--- config.mk ---
export PLATFORM = sky130hd
export DESIGN_NAME = pipe_stage_skid
export DESIGN_NICKNAME = d
export VERILOG_FILES = /design/src/rtl/pipe_stage_skid.sv
export SDC_FILE = /design/constraint.sdc
export NUM_CORES = 1
export LEC_CHECK = 0
export BUFFER_PORTS_ARGS = -buffer_cell sky130_fd_sc_hd__buf_4
export CAP_MARGIN = 20
export CORE_MARGIN = 2
export CORE_UTILIZATION = 55
export DETAILED_ROUTE_END_ITERATION = 8
export HOLD_SLACK_MARGIN = 0.1
export PLACE_DENSITY = 0.84
export SLEW_MARGIN = 20
export SYNTH_ARGS = -nofsm -noshare
export SYNTH_HDL_FRONTEND = slang
export SYNTH_SLANG_ARGS = --single-unit
--- constraint.sdc ---
create_clock -name clk -period 2.1 [get_ports clk]
set_input_delay 0 -clock clk [delete_from_list [all_inputs] [get_ports clk]]
set_output_delay 0 -clock clk [all_outputs]
set_load 0.005 [all_outputs]
--- src/rtl/pipe_stage_skid.sv ---
// pipe_stage_skid
//   Pipeline stage register carrying a PC and an instruction word. It uses a
//   valid/ready handshake and a two-entry skid buffer (main = head, skid =
//   overflow), so it sustains one entry per cycle under back-pressure.
//   A flush drops every held and incoming entry and shows a NOP bubble
//   downstream. A saturating counter records the cycles spent in flush.
//
// Ports
//   clk            rising-edge clock
//   rst            synchronous active-high reset (overrides flush)
//   pipeline_flush discard held and incoming entries this cycle
//   in_valid/in_ready/in_pc/in_instr       upstream handshake and payload
//   out_valid/out_ready/out_pc/out_instr   downstream handshake and payload
//   out_bubble     !out_valid
//   occupancy      number of held entries (0..2)
//   flush_count    saturating count of flush cycles
module pipe_stage_skid #(
  parameter int unsigned         PC_W        = 32,
  parameter int unsigned         INSTR_W     = 32,
  parameter logic [INSTR_W-1:0]  NOP_INSTR   = 32'h00000013,
  parameter logic [PC_W-1:0]     RESET_PC    = 32'h00000000,
  parameter int unsigned         FLUSH_CNT_W = 16
) (
  input  logic                   clk,
  input  logic                   rst,
  input  logic                   pipeline_flush,
  input  logic                   in_valid,
  output logic                   in_ready,
  input  logic [PC_W-1:0]        in_pc,
  input  logic [INSTR_W-1:0]     in_instr,
  output logic                   out_valid,
  input  logic                   out_ready,
  output logic [PC_W-1:0]        out_pc,
  output logic [INSTR_W-1:0]     out_instr,
  output logic                   out_bubble,
  output logic [1:0]             occupancy,
  output logic [FLUSH_CNT_W-1:0] flush_count
);

  typedef enum logic [1:0] {
    EMPTY = 2'd0,
    BUSY  = 2'd1,
    FULL  = 2'd2
  } state_e;

  state_e               state_q, state_d;
  logic [PC_W-1:0]      main_pc_q, main_pc_d;
  logic [INSTR_W-1:0]   main_instr_q, main_instr_d;
  logic [PC_W-1:0]      skid_pc_q, skid_pc_d;
  logic [INSTR_W-1:0]   skid_instr_q, skid_instr_d;
  logic [FLUSH_CNT_W-1:0] flush_cnt_q, flush_cnt_d;

  logic main_valid;
  logic skid_valid;
  logic accept;
  logic pop;

  // Entry valid bits are implied by the state: main holds an entry in BUSY
  // and FULL, skid only in FULL.
  assign main_valid = (state_q != EMPTY);
  assign skid_valid = (state_q == FULL);

  // in_ready depends only on registered state and the flush gate, never on
  // out_ready, so no combinational ready path crosses the stage.
  assign in_ready  = !skid_valid && !pipeline_flush;
  assign accept    = in_valid && in_ready;
  assign out_valid = main_valid;
  assign pop       = out_valid && out_ready;

  assign out_pc     = main_valid ? main_pc_q    : RESET_PC;
  assign out_instr  = main_valid ? main_instr_q : NOP_INSTR;
  assign out_bubble = !main_valid;

  always_comb begin
    occupancy = 2'd0;
    case (state_q)
      BUSY:    occupancy = 2'd1;
      FULL:    occupancy = 2'd2;
      default: occupancy = 2'd0;
    endcase
  end

  always_comb begin
    state_d      = state_q;
    main_pc_d    = main_pc_q;
    main_instr_d = main_instr_q;
    skid_pc_d    = skid_pc_q;
    skid_instr_d = skid_instr_q;
    if (pipeline_flush) begin
      state_d = EMPTY;
    end else begin
      case (state_q)
        EMPTY: begin
          if (accept) begin
            main_pc_d    = in_pc;
            main_instr_d = in_instr;
            state_d      = BUSY;
          end
        end
        BUSY: begin
          if (accept && pop) begin
            main_pc_d    = in_pc;
            main_instr_d = in_instr;
          end else if (accept) begin
            skid_pc_d    = in_pc;
            skid_instr_d = in_instr;
            state_d      = FULL;
          end else if (pop) begin
            state_d = EMPTY;
          end
        end
        FULL: begin
          if (pop) begin
            main_pc_d    = skid_pc_q;
            main_instr_d = skid_instr_q;
            state_d      = BUSY;
          end
        end
        default: state_d = EMPTY;
      endcase
    end
  end

  always_comb begin
    flush_cnt_d = flush_cnt_q;
    if (pipeline_flush && (flush_cnt_q != '1)) begin
      flush_cnt_d = flush_cnt_q + 1'b1;
    end
  end

  always_ff @(posedge clk) begin
    if (rst) begin
      state_q      <= EMPTY;
      main_pc_q    <= '0;
      main_instr_q <= '0;
      skid_pc_q    <= '0;
      skid_instr_q <= '0;
      flush_cnt_q  <= '0;
    end else begin
      state_q      <= state_d;
      main_pc_q    <= main_pc_d;
      main_instr_q <= main_instr_d;
      skid_pc_q    <= skid_pc_d;
      skid_instr_q <= skid_instr_d;
      flush_cnt_q  <= flush_cnt_d;
    end
  end

  assign flush_count = flush_cnt_q;

endmodule

Word level (Yosys, flattened, before mapping) --
Cells that the tools add are included.
Storage, ports and cells: register bits 146, output and inout bits 85, logic and storage cells 49
Cells by class: add/sub/neg operators 1, equality and inequality tests 8, muxes and demuxes 17, bitwise operators 2, reductions and logical operators 15
Operators by type and width (number):
- 32-bit two-way mux | 8
- 32-bit case mux with 3 select lines | 2
- 16-bit by 1-bit adder with 16-bit output, second input constant | 1
- 16-bit != test, second input constant | 1
- 2-bit two-way mux | 5
- 4-bit AND reduction | 2
- 2-bit != test, second input constant | 3
- 2-bit case mux with 3 select lines | 1
- 1-bit logical AND | 5
- 5-bit AND reduction | 1
- 2-bit case mux with 2 select lines | 1
- 1-bit zero test | 3
- 3-bit != test, second input constant | 1
- 3-bit nonzero test | 1
- 2-bit by 1-bit equality test with 1-bit output, second input constant | 1
- 2-bit equality test, second input constant | 1
- 2-bit zero test | 1
- 2-bit by 1-bit != test with 1-bit output, second input constant | 1
- 1-bit inverter | 2
- 2-bit nonzero test | 1
- 2-bit OR reduction | 1

Depth between registers and ports, before layout --
depth after elaboration 7, mapped depth 6, depth with buffers taken out 5

Worst setup path after synthesis --
Ideal clock, no wire load.
path type register to register, from register flush_cnt_q[0], in the netlist flush_count[0], to register flush_cnt_q[1], in the netlist flush_count[1], setup time 0.128 ns, arrival time 1.496 ns, path slack 0.477 ns, stages on the path, launching flop included 6, path buffers 0, cells stage by stage dfxtp_1 > ha_1 > nand4_1 > o41ai_1 > mux2i_1 > nor2_1
Between the ends: word-level cells in the longest chain between the ends 2
RTL lines:
- from (decl) | RTL line 51 | logic [FLUSH_CNT_W-1:0] flush_cnt_q, flush_cnt_d;
- from (signal assigned) | RTL line 145 | flush_cnt_q <= flush_cnt_d;
- branches (longest 2 deep; another with 16-bit by 1-bit adder with 16-bit output)
Parallel ways; which one is timed is not known. A chain may end at the register's enable or synchronous reset.

Worst setup path after layout --
from register state_q[1], to output out_instr[5]
Between the ends: word-level cells in the longest chain between the ends 2
RTL lines:
- from (decl) | RTL line 46 | state_e state_q, state_d;
- from (signal assigned) | RTL line 140 | state_q <= state_d;
- 2-bit nonzero test | RTL line 60 | assign main_valid = (state_q != EMPTY);
- 32-bit two-way mux | RTL line 71 | assign out_instr = main_valid ? main_instr_q : NOP_INSTR;
- to (decl) | RTL line 34 | output logic [INSTR_W-1:0] out_instr,
Every way passes these cells.

==> results.py <==
metrics = {
    "route": {
        "first_iter_violations": 555,
        "post-route-drc-count": 0,
        "drtAntennaViolNets": 0,
        "vias": 6755,
        "post_drt_wl_per_cell_um": 15.8,
        "avgViaCountPerCell": 5.61,
        "totalWireLength_um": 19100,
        "first_pass_iters": 8,
    },
    "clock_network": {
        "cts_tree": "done",
        "cts-buffers-inserted": 17,
        "path_clk_slew_ns": 0.06,
        "cts-htree-levels": 4,
        "insertion_delay_ns": 0.42,
        "cts_root_buffer": "clkbuf_16",
        "cts_buffer_depth": 2,
        "post_cts_buffers": 0,
        "clkSinkCount": 146,
    },
    "grt": {
        "grt_pass1_wl_um": 29800,
        "grt_usage_pct": 27.5,
        "grt_remaining_overflow": 0,
        "grt_max_degree": 89,
        "grt_pass1_vias": 6185,
        "grt_antenna_before_repair": 0,
    },
    "synth": {
        "synth_most_common_cell": "dfxtp_1",
        "syn_area_um2": 7020,
        "syn_avg_cell_area_um2": 8.33,
        "synth_seq_area_share_pct": 41.7,
        "synthTopCellsByCount": "dfxtp_1 (146), nand2_1 (133), a21oi_1 (75)",
        "ys_warn_count": 0,
        "synth.ff_latch_count": 146,
        "ys.flop_type": "dfxtp_1",
        "synth_top_cell_area_share_pct": 41.7,
        "synth_nets": 912,
        "synth_edf_count": 0,
        "synth.distinct_cells": 39,
        "synth_cells": 842,
        "yosysTopAreaCell": "dfxtp_1",
        "synth_area_leaders": "dfxtp_1 (42%), mux2i_1 (9.4%), o41ai_1 (8.1%)",
        "ys_async_sr_fraction_pct": 0,
    },
    "sta": {
        "finalHoldViolCount": 0,
        "finClkSkew_ns": 0.00925,
        "rsz0062_at_grt": "false",
        "tightest_slew_ns": 0.684,
        "slew_headroom_pct": 54.4,
        "max_clock_freq_ghz": 0.524,
        "fin_setup_tns_ns": 0,
        "min_period_ns": 1.91,
        "finalSetupViolCount": 0,
        "slew_viol_final": 0,
        "layout_setup_ws_ns": 0.191,
        "fin_crit_sh_pct": 90.9,
    },
    "layout": {
        "nNetsFinal": 1089,
        "layout-drive-gt1-share_pct": 20.8,
        "layoutNonFillerInstCount": 1204,
        "area_growth_pct": 36.9,
        "diodes": 0,
        "finalInstanceArea_um2": 9610,
    },
    "placed_design": {
        "place_area_um2": 8300,
        "dp_slack_ns": 0.300,
        "numPortBuffers": 153,
        "numPlacedInstances": 1104,
        "detailedPlacementHpwl_um": 10800,
        "place_congestion": 0.822,
    },
    "critical_path": {
        "critPathArrivalTime_ns": 1.91,
        "critPathRequiredTime_ns": 2.10,
        "critPathKind": "flop to output pin",
        "start_kind": "flop",
        "worstPathMaxFanout": 30,
        "reg2reg_depth": 5,
        "crit_path_end_kind": "output pin",
    },
    "hold_path": {
        "hold_depth": 3,
        "holdCritPathClass": "input port to flop",
    },
    "floorplanning": {
        "rows": 41,
        "die_h_um": 117,
        "dieArea_um2": 13700,
        "die-width_um": 117,
        "initial_core_util_pct": 56.1,
        "io_pins": 154,
        "core_um2": 12500,
    },
    "power": {
        "power.density_nw_per_um2": 712,
        "peakVddDrop_mv": 0.460,
        "p_leak_nw": 4.19,
    },
    "job": {
        "cap_violations": 0,
    },
    "status": {
        "run_status": "complete, no violations",
    },
}
[what timing repair did]
action,CTS,global route
hold buffers,68,0
endpoints found under the hold margin,137,0
gates resized for setup,0,0
[layout by cell type (no fill, tap or decap), types with 6 or more instances in the layout]
cell,count
nand2_1,133
nand2b_1,7
buf_4,168
o41ai_1,65
mux2i_1,66
nand3_1,6
nand4_1,9
dlygate4sd3_1,68
clkinv_2,8
clkbuf_16,17
a21oi_1,75
nor2_1,6
and2_1,61
o21ai_0,66
nor2b_1,67
and4_1,6
dfxtp_1,146
[state kept, by name, indices dropped and copies added (netlist names)]
register,count
skid_pc_q,32
flush_count,16
skid_instr_q,32
main_pc_q,32
main_instr_q,32
state_q,2
[layout make-up]
class	count	area (um2)
clock buffers	20	467
clock inverters	12	160
fillers	878	2910
inverters	2	7.51
multi-input cells	610	3780
flip-flops and latches	146	2920
well taps	172	215
repair buffers	242	2050
[metrics by stage]
step / hold WS [ns] / power [W] / utilization [%]
floorplan: 0.0787 / 0.00329 / -
global placement: 0.228 / 0.00355 / 66.3
detailed placement: 0.235 / 0.00356 / 66.3
CTS: 0.367 / 0.00685 / 76.8
global route: 0.384 / 0.00708 / 76.8
finish: 0.382 / 0.00684 / 76.8
[report_power, final]
| group | switching, W | leakage, nW | internal [W] | total, W |
|---|---|---|---|---|
| Combinational | 0.000363 | 2.68 | 0.000358 | 0.000721 |
| Sequential | 0.0000439 | 1.19 | 0.00286 | 0.00290 |
| Clock | 0.00115 | 0.319 | 0.00207 | 0.00322 |
| Total | 0.00156 | 4.19 | 0.00528 | 0.00684 |
[metal layers]
| metal | track usage [%] | share of wire (%) | vias to the layer above |
|---|---|---|---|
| met2 | 47.3 | 51 | 241 |
| met3 | 5.36 | 4.9 | 36 |
| met1 | 34.1 | 42 | 3143 |
| met4 | 10.5 | 1.9 | 0 |
| met5 | 0 | 0 | - |
| li1 | - | - | 3335 |
[worst paths after layout]
check                                   start          endpoint  slack (ns)
worst min-delay path                out_ready        state_q[1]        0.38
worst max register to register     state_q[1]  main_instr_q[30]        0.23
worst min register to register  skid_pc_q[27]     skid_pc_q[27]        0.45
worst max-delay path               state_q[1]      out_instr[5]        0.19
[cell families (layout without fill, tap and decap cells)]
kind of cell / after synthesis / after routing / synth area share (%)
simple gates: 320 / 320 / 23.8
fa+ha+maj: 1 / 1 / 0.178
flops: 146 / 146 / 41.7
mux: 67 / 67 / 9.58
compound gates: 221 / 221 / 19.8
buf+inv: 86 / 276 / 4.90
xor+xnor: 1 / 1 / 0.125
[critical path: stages (launching register included)]
cell	delay, ns
dfxtp_1	0.48
or2_2	0.32
buf_4	0.35
and2_1	0.21
buf_4	0.12
No activity file was read; power rests on OpenSTA's default activity.
